===== src/rtl/ex3_to_bin_serial.sv =====
// Serial excess-3 decoder: takes a packed word of excess-3 digits and decodes one digit per clock,
// MS digit first, producing the packed BCD word, its binary value and a sticky invalid-code flag.
module ex3_to_bin_serial #(
  parameter int NUM_DIGITS = 2,
  parameter int BIN_W      = 7
) (
  input  logic                    clk,
  input  logic                    rst,
  input  logic [4*NUM_DIGITS-1:0] ex3_in,
  input  logic                    in_valid,
  output logic                    in_ready,
  output logic [4*NUM_DIGITS-1:0] bcd_out,
  output logic [BIN_W-1:0]        bin_out,
  output logic                    err,
  output logic                    out_valid,
  input  logic                    out_ready
);

  localparam int W     = 4 * NUM_DIGITS;
  localparam int CNT_W = (NUM_DIGITS > 1) ? $clog2(NUM_DIGITS) : 1;

  typedef enum logic [1:0] {IDLE, CONV, DONE} state_e;

  state_e             state_q;
  logic [W-1:0]       shift_q;
  logic [W-1:0]       bcdAcc_q;
  logic [BIN_W-1:0]   binAcc_q;
  logic               errAcc_q;
  logic [CNT_W-1:0]   cnt_q;

  logic [3:0]         digitX;
  logic [3:0]         digitD;
  logic               digitOk;
  logic [W-1:0]       bcdAcc_d;
  logic [BIN_W-1:0]   binAcc_d;
  logic               errAcc_d;
  logic               lastDigit;

  // Single shared subtract-3 stage; invalid codes still land in the BCD word as raw x-3 mod 16
  // but contribute zero to the binary value.
  always_comb begin
    digitX    = shift_q[W-1 -: 4];
    digitD    = digitX + 4'b1101;
    digitOk   = (digitX >= 4'd3) && (digitX <= 4'd12);
    bcdAcc_d  = (bcdAcc_q << 4) | W'(digitD);
    binAcc_d  = (binAcc_q << 3) + (binAcc_q << 1) + (digitOk ? BIN_W'(digitD) : BIN_W'(0));
    errAcc_d  = errAcc_q | ~digitOk;
    lastDigit = (cnt_q == CNT_W'(NUM_DIGITS - 1));
  end

  always_ff @(posedge clk) begin
    if (rst) begin
      state_q   <= IDLE;
      shift_q   <= '0;
      bcdAcc_q  <= '0;
      binAcc_q  <= '0;
      errAcc_q  <= 1'b0;
      cnt_q     <= '0;
      in_ready  <= 1'b1;
      out_valid <= 1'b0;
      bcd_out   <= '0;
      bin_out   <= '0;
      err       <= 1'b0;
    end else begin
      case (state_q)
        IDLE: begin
          if (in_valid) begin
            shift_q  <= ex3_in;
            bcdAcc_q <= '0;
            binAcc_q <= '0;
            errAcc_q <= 1'b0;
            cnt_q    <= '0;
            in_ready <= 1'b0;
            state_q  <= CONV;
          end
        end
        CONV: begin
          shift_q  <= shift_q << 4;
          bcdAcc_q <= bcdAcc_d;
          binAcc_q <= binAcc_d;
          errAcc_q <= errAcc_d;
          cnt_q    <= cnt_q + CNT_W'(1);
          // Visible outputs only move on entry to DONE, so the previous result stays put meanwhile.
          if (lastDigit) begin
            bcd_out   <= bcdAcc_d;
            bin_out   <= binAcc_d;
            err       <= errAcc_d;
            out_valid <= 1'b1;
            state_q   <= DONE;
          end
        end
        DONE: begin
          if (out_ready) begin
            out_valid <= 1'b0;
            in_ready  <= 1'b1;
            state_q   <= IDLE;
          end
        end
        default: begin
          state_q   <= IDLE;
          in_ready  <= 1'b1;
          out_valid <= 1'b0;
        end
      endcase
    end
  end

endmodule


===== config.mk =====
export PLATFORM = sky130hd
export DESIGN_NAME = ex3_to_bin_serial
export DESIGN_NICKNAME = d
export VERILOG_FILES = /design/src/rtl/ex3_to_bin_serial.sv
export SDC_FILE = /design/constraint.sdc
export NUM_CORES = 1
export LEC_CHECK = 0
export ABC_AREA = 1
export ABC_CLOCK_PERIOD_IN_PS = 2350
export CAP_MARGIN = 20
export CORE_ASPECT_RATIO = 0.8
export CORE_MARGIN = 2
export CORE_UTILIZATION = 47
export DETAILED_ROUTE_END_ITERATION = 6
export PLACE_DENSITY = 0.77
export RECOVER_POWER = 100
export SKIP_CTS_REPAIR_TIMING = 1
export SYNTH_ARGS = -nofsm -noshare
export SYNTH_HDL_FRONTEND = slang
export SYNTH_SLANG_ARGS = --single-unit

===== constraint.sdc =====
create_clock -name clk -period 2.35 [get_ports clk]
set_clock_uncertainty 0.05 [all_clocks]
set_input_delay 0.47 -clock clk [delete_from_list [all_inputs] [get_ports clk]]
set_output_delay 0.47 -clock clk [all_outputs]
set_load 0.02 [all_outputs]

==> load_flow_metrics.sql, run 1 <==
INSERT INTO impl_metrics (metric_group, metric, value, unit) VALUES
('grt', 'first_pass_grt_wire_length', '6.49', 'mm'),
('sta', 'layout_min_cycle_time', '2.36', 'ns'),
('clocking', 'ctsHtreeMaxLevel', '2', ''),
('clocking', 'cts_buffers', '5', ''),
('sta', 'setup_ws_post_layout', '-0.00657', 'ns'),
('floorplan', 'ios', '30', ''),
('power_and_ir_drop', 'power_frac_comb', '0.191', ''),
('grt', 'antenna_found_initial', '0', ''),
('placement', 'place_congestion', '0.860', ''),
('layout', 'fillers', '349', ''),
('sta', 'setup_viol', '1', ''),
('critical_path', 'crit_path_end_kind', 'flip-flop', ''),
('placement', 'hpwlAfterDp', '2.66', 'mm'),
('layout', 'share_of_cells_above_drive_strength_1', '0.174', ''),
('sta', 'hold_violations', '0', ''),
('critical_path', 'critical_path.max_fanout', '3', ''),
('route', 'vias_per_cell', '4.93', ''),
('floorplan', 'die_area', '4470', 'um^2'),
('clocking', 'cts-root-buf', 'clkbuf_8', ''),
('power_and_ir_drop', 'power.density', '598', 'nW/um^2'),
('layout', 'insertedDiodeCount', '0', ''),
('clocking', 'worst_skew_pair.late_latency', '0.29', 'ns'),
('critical_path', 'critical_path_arrival', '2.50', 'ns'),
('power_and_ir_drop', 'cellLeakagePower', '0.973', 'nW'),
('synth', 'synth_cell_types', '26', ''),
('floorplan', 'num_rows', '20', ''),
('power_and_ir_drop', 'clkPwrFrac', '0.297', ''),
('synth', 'ys_seq_area_frac', '0.431', ''),
('grt', 'maximum_number_of_pins_on_one_net_before_global_route_repair', '29', ''),
('min_path', 'min_delay_worst_type', 'reg -> reg', ''),
('outcome', 'failing_checks', 'setup timing', ''),
('power_and_ir_drop', 'p_seq_frac', '0.512', ''),
('placement', 'dp_cells', '329', ''),
('route', 'vias', '1661', ''),
('route', 'drt-pass1-iter-count', '4', ''),
('critical_path', 'cp.required', '2.49', 'ns'),
('synth', 'postSynthRegisterBits', '40', ''),
('layout', 'fin_nets', '306', ''),
('sta', 'tightestPinTransition', '0.395', 'ns'),
('synth', 'fraction_of_synthesis_flops_using_an_asynchronous_set_or_reset_pin', '0', ''),
('synth', 'synth.top_cells.by_area', 'dfxtp_1, nand2_1, a21oi_1, ha_1, inv_1', ''),
('power_and_ir_drop', 'worst_ir_drop_vdd', '283', 'uV'),
('power_and_ir_drop', 'cell_int_power', '0.00103', 'W'),
('route', 'drt-initial-drc-count', '95', ''),
('grt', 'globalRouteMet2Util', '0.306', ''),
('route', 'remaining_drc_errors', '0', ''),
('clocking', 'clock_sinks', '40', ''),
('sta', 'final.period_utilization', '1.00', ''),
('clocking', 'clock_path_buffers', '2', ''),
('clocking', 'cts.reportedPaths.clkPinSlew', '0.07', 'ns'),
('critical_path', 'setup.worst_path.start_class', 'flip-flop', ''),
('layout', 'area.growth.synth_to_final', '29.3', '%'),
('synth', 'synth_enable_flop_cells', '0', ''),
('sta', 'final-max-slew-violation-count', '0', ''),
('floorplan', 'coreArea', '3800', 'um^2'),
('sta', 'setup-tns-final', '-0.00657', 'ns'),
('synth', 'gate_count_after_technology_mapping', '247', ''),
('synth', 'postSynth.topFlopCell', 'dfxtp_1', ''),
('grt', 'groute.layer.met3.usage', '0.0455', ''),
('critical_path', 'timing.setup.critical_path_class', 'reg -> reg', ''),
('floorplan', 'floorplan.initialDensity', '0.488', ''),
('synth', 'mean_instance_size_in_the_synthesized_netlist', '7.52', 'um^2'),
('floorplan', 'die_extent_in_x', '74.3', 'um'),
('grt', 'groute.usage.overall', '0.197', ''),
('route', 'detail-route-antenna-nets', '0', ''),
('synth', 'synth_fp_nets', '271', ''),
('synth', 'yosys.area.top_type', 'dfxtp_1', ''),
('placement', 'io_buffers', '29', ''),
('sta', 'slew-limit-headroom', '0.736', ''),
('outcome', 'outcome', 'finished with violations', ''),
('synth', 'synth_most_common_cell', 'nand2_1', '');
[layer usage]
metal  routed length (um)  vias to the layer above
li1                     -                      856
met1                 1930                      747
met2                 1910                       54
met3                  234                        4
met4                   38                        0
met5                    0                        -
[layout by cell type, fill, tap and decap left out, types with 3 or more instances in the layout]
cell type        Yosys  routed
o21ai_0              9       9
nand3_1              9       7
dfxtp_1             40      38
nor2_1              15      12
ha_1                10       4
buf_4                3       8
clkdlybuf4s50_1      0      29
nand3b_1             3       3
nand2_2              3       7
inv_1               26      21
ha_2                 0       3
a21oi_1             33      31
ha_4                 0       3
clkbuf_8             0       5
inv_2                3       8
nor2_2               1       4
nand2_1             71      67
[through the flow]
step	hold WS, ns	total power [W]	utilization	worst slack, ns	instance area, um^2
6_report	0.412	0.00144	0.631	-0.00657	2400
3_5_place_dp	0.403	0.000991	0.583	-0.0259	2220
2_1_floorplan	0.389	0.000907	-	0.0137	1860
4_1_cts	0.414	0.00142	0.604	-0.0431	2300
3_3_place_gp	0.400	0.000987	0.583	0.0370	2220
5_1_grt	0.425	0.00151	0.631	-0.163	2400
[power groups by stage]
stage | combinational (W) | sequential (W) | clock, W
2_1_floorplan | 0.000150 | 0.000757 | 0
3_3_place_gp | 0.000239 | 0.000748 | 0
3_5_place_dp | 0.000242 | 0.000749 | 0
4_1_cts | 0.000244 | 0.000733 | 0.000438
5_1_grt | 0.000308 | 0.000739 | 0.000465
6_report | 0.000274 | 0.000735 | 0.000426
[state kept, by name (all words and copies together), names as in the netlist, 2 cells and up]
| register | flops |
|---|---|
| bcdAcc_q | 4 |
| bcd_out | 8 |
| binAcc_q | 6 |
| bin_out | 7 |
| shift_q | 8 |
| state_q | 2 |
[worst max-delay path, cell delays in order, from the launching register on]
cell,delay (ns)
dfxtp_4,0.37
inv_2,0.04
ha_2,0.16
nand3b_1,0.16
nand2_2,0.10
inv_2,0.05
nand3_2,0.06
fa_1,0.46
fa_2,0.39
nor2_2,0.12
nor2_2,0.05
nand3_1,0.07
nand3_1,0.07
nand2_1,0.07
inv_1,0.04
[area by class of cell]
class                           count  area (um^2)  share of cell area
Multi-Input combinational cell    168          985               0.410
Timing Repair Buffer               37          350               0.146
Inverter                           30          114              0.0474
Tap cell                           55         68.8              0.0287
Clock inverter                      1         5.00             0.00208
Sequential cell                    40          806               0.336
Clock buffer                        6         72.6              0.0302
[cells by family after synthesis]
family	synth area share
buf+inv	0.0910
fa+ha+maj	0.0889
flops	0.431
simple gates	0.239
compound gates	0.141
xor+xnor	0.00944
[worst paths after layout]
kind                            startpoint    endpoint  slack, ns  depth (start not counted)
worst max-delay path            shift_q[4]  bin_out[6]     -0.007                         14
worst min-delay path            bcd_out[2]  bcd_out[2]       0.41                          2
worst max register to register  shift_q[4]  bin_out[6]     -0.007                         14
worst min register to register  bcd_out[2]  bcd_out[2]       0.41                          2
Power figures use the tool's default switching activity.
==> run 2: changes to the inputs <==
--- a/config.mk
+++ b/config.mk
@@ -9,7 +9,6 @@
 export ABC_CLOCK_PERIOD_IN_PS = 2350
 export CAP_MARGIN = 20
 export CORE_ASPECT_RATIO = 0.8
-export CORE_MARGIN = 2
 export CORE_UTILIZATION = 47
 export DETAILED_ROUTE_END_ITERATION = 6
 export PLACE_DENSITY = 0.77
==> run 2 against run 1 <==
Against the previous run: the flow still finishes with violations (setup timing); largest cell class unchanged; final area grew 1.1%; register-to-register slack lost 0.02 ns; critical endpoint unchanged; global-route usage is essentially flat; critical path type unchanged.
==> load_flow_metrics.sql, run 2 (same netlist as run 1, synthesis figures left out) <==
INSERT INTO impl_metrics (metric_group, metric, value, unit) VALUES
('outcome', 'outcome', 'finished with violations', ''),
('outcome', 'failing_checks', 'setup timing', ''),
('clocking', 'ctsHtreeMaxLevel', '2', ''),
('critical_path', 'critical_path.max_fanout', '3', ''),
('grt', 'first_pass_grt_wire_length', '6.40', 'mm'),
('layout', 'final_design_area_no_fill', '2430', 'um^2'),
('sta', 'setup_ws_post_layout', '-0.0303', 'ns'),
('grt', 'grt_pass1_vias', '1487', ''),
('clocking', 'clock_sinks', '40', ''),
('layout', 'fin_nets', '306', ''),
('grt', 'maximum_number_of_pins_on_one_net_before_global_route_repair', '26', ''),
('sta', 'layout_min_cycle_time', '2.38', 'ns'),
('layout', 'area.growth.synth_to_final', '30.8', '%'),
('sta', 'grt_setup_unrepaired', 'yes', ''),
('placement', 'dp_cells', '330', ''),
('sta', 'hold_violations', '0', ''),
('layout', 'final_cells', '338', ''),
('critical_path', 'r2r_slack', '-0.03', 'ns'),
('placement', 'hpwlAfterDp', '2.61', 'mm'),
('grt', 'groute.usage.overall', '0.197', ''),
('grt', 'antenna_found_initial', '0', ''),
('sta', 'tightestPinTransition', '1.13', 'ns'),
('route', 'vias_per_cell', '5.00', ''),
('sta', 'final.period_utilization', '1.01', ''),
('placement', 'postPlaceCellArea', '2230', 'um^2'),
('layout', 'layout_commonest_cell', 'nand2_1', ''),
('min_path', 'min_path_cells', '2', ''),
('sta', 'achievable-frequency', '0.420', 'GHz'),
('sta', 'hold-worst-slack', '0.412', 'ns'),
('route', 'detail_route.wl_per_cell', '11.7', 'um'),
('clocking', 'clock_path_buffers', '2', ''),
('power_and_ir_drop', 'power.density', '670', 'nW/um^2'),
('critical_path', 'setup.worst_path.start_class', 'flip-flop', ''),
('clocking', 'cts_tree', 'done', ''),
('floorplan', 'floorplan.initialDensity', '0.491', ''),
('floorplan', 'num_rows', '20', ''),
('power_and_ir_drop', 'worst_ir_drop_vdd', '408', 'uV'),
('clocking', 'cts_buffers', '5', ''),
('power_and_ir_drop', 'cellLeakagePower', '1.00', 'nW'),
('floorplan', 'coreArea', '3780', 'um^2'),
('critical_path', 'reg2regPathDepth', '14', ''),
('critical_path', 'cp.required', '2.50', 'ns'),
('route', 'remaining_drc_errors', '0', ''),
('clocking', 'cts-root-buf', 'clkbuf_8', ''),
('min_path', 'timing.hold.worst.start', 'shift_q[1]', ''),
('layout', 'insertedDiodeCount', '0', ''),
('route', 'detail-route-antenna-nets', '0', ''),
('sta', 'final-max-slew-violation-count', '0', ''),
('critical_path', 'critical_path_arrival', '2.53', 'ns'),
('sta', 'slew-limit-headroom', '0.246', ''),
('route', 'vias', '1691', ''),
('layout', 'most-common-layout-cells', 'nand2_1, dfxtp_1, a21oi_1', ''),
('sta', 'setup_viol', '2', ''),
('flow_run', 'drv_cap', '0', ''),
('clocking', 'worst_skew_pair.late_latency', '0.29', 'ns'),
('floorplan', 'die_area', '4210', 'um^2'),
('route', 'route.final.wire_length', '3.97', 'mm'),
('clocking', 'cts.reportedPaths.clkPinSlew', '0.08', 'ns'),
('layout', 'largestRegisters', 'bcd_out (8), shift_q (8), bin_out (7)', ''),
('route', 'drt-pass1-iter-count', '4', ''),
('min_path', 'min_delay_worst_type', 'reg -> reg', ''),
('floorplan', 'die_height', '58.2', 'um'),
('critical_path', 'critical_path.reg2reg.startpoint', 'shift_q[5]', ''),
('floorplan', 'die_extent_in_x', '72.3', 'um'),
('layout', 'share_of_cells_above_drive_strength_1', '0.163', ''),
('placement', 'io_buffers', '29', ''),
('grt', 'grt.overflow.total', '0', ''),
('layout', 'postLayoutCoreUtil', '0.643', ''),
('floorplan', 'ios', '30', ''),
('critical_path', 'critical_path.startpoint', 'shift_q[5]', ''),
('critical_path', 'timing.setup.critical_path_class', 'reg -> reg', ''),
('critical_path', 'crit_path_end_kind', 'flip-flop', ''),
('route', 'drt-initial-drc-count', '107', ''),
('placement', 'place_congestion', '0.859', '');
[run 2: cell types whose count changed in the layout (fill, tap and decap cells not counted), moves of 2 or more]
cell	before	now
clkinv_2	2	0
xnor2_1	2	0
nor2_1	12	15
nor2_2	4	1
nand2_1	67	71
xnor2_2	0	2
nand2_2	7	3
clkbuf_8	5	7
[run 2: cell type report]
| class | count | area [um^2] |
|---|---|---|
| clock buffers | 7 | 96.3 |
| clock inverters | 1 | 30.0 |
| repair buffers | 37 | 347 |
| flip-flops and latches | 40 | 806 |
| fillers | 352 | 1350 |
| multi-input cells | 168 | 967 |
| inverters | 30 | 114 |
| well taps | 55 | 68.8 |
[run 2: path summary, 6_finish.rpt]
kind	end
worst max-delay path	bin_out[6]
worst min-delay path	shift_q[1]
worst max register to register	bin_out[6]
worst min register to register	shift_q[1]
[run 2: report_power, final]
part | internal, W | switching (W)
sequential | 0.000711 | 0.0000235
combinational | 0.000119 | 0.000153
clock | 0.000375 | 0.000246
total | 0.00120 | 0.000423
[run 2: layer usage]
layer / share of wire / vias up / GRT usage
met4: 0.022 / 0 / 0.0980
met3: 0.041 / 10 / 0.0435
met2: 0.49 / 38 / 0.319
met5: 0 / - / 0
met1: 0.45 / 785 / 0.249
li1: - / 858 / -
[run 2: critical path, cell delays in order (launching register included)]
cell and delay, ns:
dfxtp_2 0.37, inv_2 0.05, ha_2 0.16, nand3b_1 0.16
nand2_2 0.10, inv_2 0.05, nand3_2 0.06, fa_2 0.47
fa_2 0.39, nor2_1 0.12, nor2_1 0.07, nand3_1 0.06
nand3_1 0.06, nand2_1 0.08, inv_1 0.03
[run 2: per-stage QoR]
step	setup slack [ns]	TNS [ns]	power, W
finish	-0.0303	-0.0316	0.00163
global route	-0.133	-0.577	0.00168
CTS	-0.101	-0.413	0.00160
detailed placement	-0.0634	-0.181	0.000994
global placement	-0.0105	-0.0196	0.000988
floorplan	0.0137	0	0.000907
==> run 3: changes to the inputs <==
--- a/config.mk
+++ b/config.mk
@@ -9,9 +9,10 @@
 export ABC_CLOCK_PERIOD_IN_PS = 2350
 export CAP_MARGIN = 20
 export CORE_ASPECT_RATIO = 0.8
-export CORE_UTILIZATION = 47
+export CORE_UTILIZATION = 40
 export DETAILED_ROUTE_END_ITERATION = 6
-export PLACE_DENSITY = 0.77
+export DONT_BUFFER_PORTS = 1
+export PLACE_DENSITY = 0.59
 export RECOVER_POWER = 100
 export SKIP_CTS_REPAIR_TIMING = 1
 export SYNTH_ARGS = -nofsm -noshare
==> run 3 against run 2 <==
Against the previous run: the flow now finishes without violations; core utilization fell by 14 points; hold slack got worse by 0.23 ns; non-clock buffer count decreased by 28; count of clock-buffer cells in the layout is the same; combinational power shrank 22%; sequential power rose by 2%; first-iteration DRC count fell by 15%; power is 3.2% lower; cell count down 7.7%; sequential cell count did not move; largest cell class unchanged; largest power group unchanged; highest routed layer unchanged.
==> load_flow_metrics.sql, run 3 (same netlist as run 1, synthesis figures left out) <==
INSERT INTO impl_metrics (metric_group, metric, value, unit) VALUES
('layout', 'area.growth.synth_to_final', '16.3', '%'),
('min_path', 'min_delay_worst_type', 'in -> reg', ''),
('layout', 'fillers', '427', ''),
('layout', 'final_design_area_no_fill', '2160', 'um^2'),
('clocking', 'cts-root-buf', 'clkbuf_8', ''),
('flow_run', 'drv_cap', '0', ''),
('floorplan', 'floorplan.initialDensity', '0.431', ''),
('sta', 'final.period_utilization', '0.976', ''),
('placement', 'io_buffers', '0', ''),
('floorplan', 'ios', '30', ''),
('floorplan', 'die_area', '4920', 'um^2'),
('grt', 'antenna_found_initial', '0', ''),
('layout', 'most-common-layout-cells', 'nand2_1, dfxtp_1, a21oi_1', ''),
('clocking', 'cts.reportedPaths.clkPinSlew', '0.08', 'ns'),
('floorplan', 'die_height', '62.9', 'um'),
('power_and_ir_drop', 'worst_ir_drop_vdd', '334', 'uV'),
('floorplan', 'die_extent_in_x', '78.2', 'um'),
('layout', 'share_of_cells_above_drive_strength_1', '0.180', ''),
('sta', 'slew-limit-headroom', '0.260', ''),
('layout', 'insertedDiodeCount', '0', ''),
('layout', 'fin_nets', '278', ''),
('critical_path', 'critical_path_arrival', '2.47', 'ns'),
('critical_path', 'timing.critical_path.cells', 'inv_2 > ha_2 > nand3b_1 > nand2_2 > inv_2 > nand3_2 > fa_1 > fa_2 > xnor2_2 > nand2_1 > a21oi_2', ''),
('outcome', 'outcome', 'finished, final reports clean', ''),
('clocking', 'clock_path_buffers', '2', ''),
('sta', 'layout_min_cycle_time', '2.29', 'ns'),
('sta', 'tightestPinTransition', '1.11', 'ns'),
('power_and_ir_drop', 'total_power', '0.00158', 'W'),
('clocking', 'clock_sinks', '40', ''),
('sta', 'hold_violations', '0', ''),
('critical_path', 'critPathMostFrequentCell', 'inv_2', ''),
('sta', 'achievable-frequency', '0.436', 'GHz'),
('layout', 'postLayoutCoreUtil', '0.501', ''),
('grt', 'grt_pass1_vias', '1421', ''),
('grt', 'groute.usage.overall', '0.176', ''),
('sta', 'setup_viol', '0', ''),
('grt', 'first_pass_grt_wire_length', '6.73', 'mm'),
('critical_path', 'critical_path.max_fanout', '3', ''),
('placement', 'postPlaceCellArea', '1930', 'um^2'),
('route', 'vias_per_cell', '4.89', ''),
('sta', 'grt_setup_unrepaired', 'yes', ''),
('route', 'drt-initial-drc-count', '91', ''),
('route', 'detail_route.wl_per_cell', '13.0', 'um'),
('grt', 'grt.overflow.total', '0', ''),
('clocking', 'cts_tree', 'done', ''),
('critical_path', 'timing.setup.critical_path_class', 'reg -> reg', ''),
('placement', 'place_congestion', '0.820', ''),
('route', 'detail-route-antenna-nets', '0', ''),
('floorplan', 'num_rows', '21', ''),
('placement', 'hpwlAfterDp', '2.73', 'mm'),
('layout', 'largestRegisters', 'bcd_out (8), shift_q (8), bin_out (7)', ''),
('route', 'drt-pass1-iter-count', '4', ''),
('power_and_ir_drop', 'power.density', '729', 'nW/um^2'),
('critical_path', 'critical-path-max-stage-delay', '0.45', 'ns'),
('power_and_ir_drop', 'cellLeakagePower', '0.899', 'nW'),
('route', 'route.final.wire_length', '4.05', 'mm'),
('layout', 'layout_commonest_cell', 'nand2_1', ''),
('critical_path', 'setup.worst_path.start_class', 'flip-flop', ''),
('critical_path', 'cpMaxStageDelayCell', 'fa_1', ''),
('clocking', 'ctsHtreeMaxLevel', '2', ''),
('clocking', 'worst_skew_pair.late_latency', '0.29', 'ns'),
('floorplan', 'coreArea', '4310', 'um^2'),
('clocking', 'cts_buffers', '5', ''),
('sta', 'final-max-slew-violation-count', '0', ''),
('route', 'remaining_drc_errors', '0', ''),
('critical_path', 'cp.required', '2.53', 'ns'),
('grt', 'maximum_number_of_pins_on_one_net_before_global_route_repair', '30', ''),
('route', 'vias', '1526', ''),
('critical_path', 'crit_path_end_kind', 'flip-flop', '');
[run 3: per-layer routing]
layer,share of wire,up-vias,GRT usage
li1,-,798,-
met3,0.067,5,0.0526
met2,0.41,43,0.246
met1,0.51,680,0.254
met4,0.0084,0,0.0556
met5,0,-,0
[run 3: final timing paths]
check | from | to | slack (ns) | cells past startpoint
worst min register to register | shift_q[1] | shift_q[1] | 0.41 | 2
worst min-delay path | rst | bin_out[3] | 0.18 | 1
worst max register to register | shift_q[4] | binAcc_q[4] | 0.06 | 11
worst max-delay path | shift_q[4] | binAcc_q[4] | 0.06 | 11
[run 3: final cells by class]
cell class	instances	area, um^2	share of cell area
sequential	40	808	0.374
inverter	30	114	0.0527
clock inverter	1	30.0	0.0139
clock buffer	7	96.3	0.0446
timing repair buffer	9	67.6	0.0313
multi-input combinational	168	972	0.450
tap	57	71.3	0.0330
[run 3: critical path, delay by kind of cell, from the launching register on]
family | cells | cell delay, ns
buf+inv | 2 | 0.09
flops | 1 | 0.37
simple gates | 4 | 0.38
fa+ha+maj | 3 | 1.00
compound gates | 1 | 0.15
xor+xnor | 1 | 0.19
[run 3: metrics by stage]
stage	setup WS (ns)	hold slack [ns]	setup TNS [ns]	instances
floorplan	0.0137	0.389	0	247
global placement	0.000160	0.395	0	302
detailed placement	-0.0171	0.402	-0.0420	302
CTS	-0.0587	0.179	-0.173	310
global route	-0.0899	0.169	-0.430	312
finish	0.0574	0.185	0	312
[run 3: report_power, final]
group	internal (W)	leakage, nW	switching [W]
logic	0.0000863	0.508	0.000125
registers	0.000710	0.327	0.0000369
clock network	0.000375	0.0645	0.000242
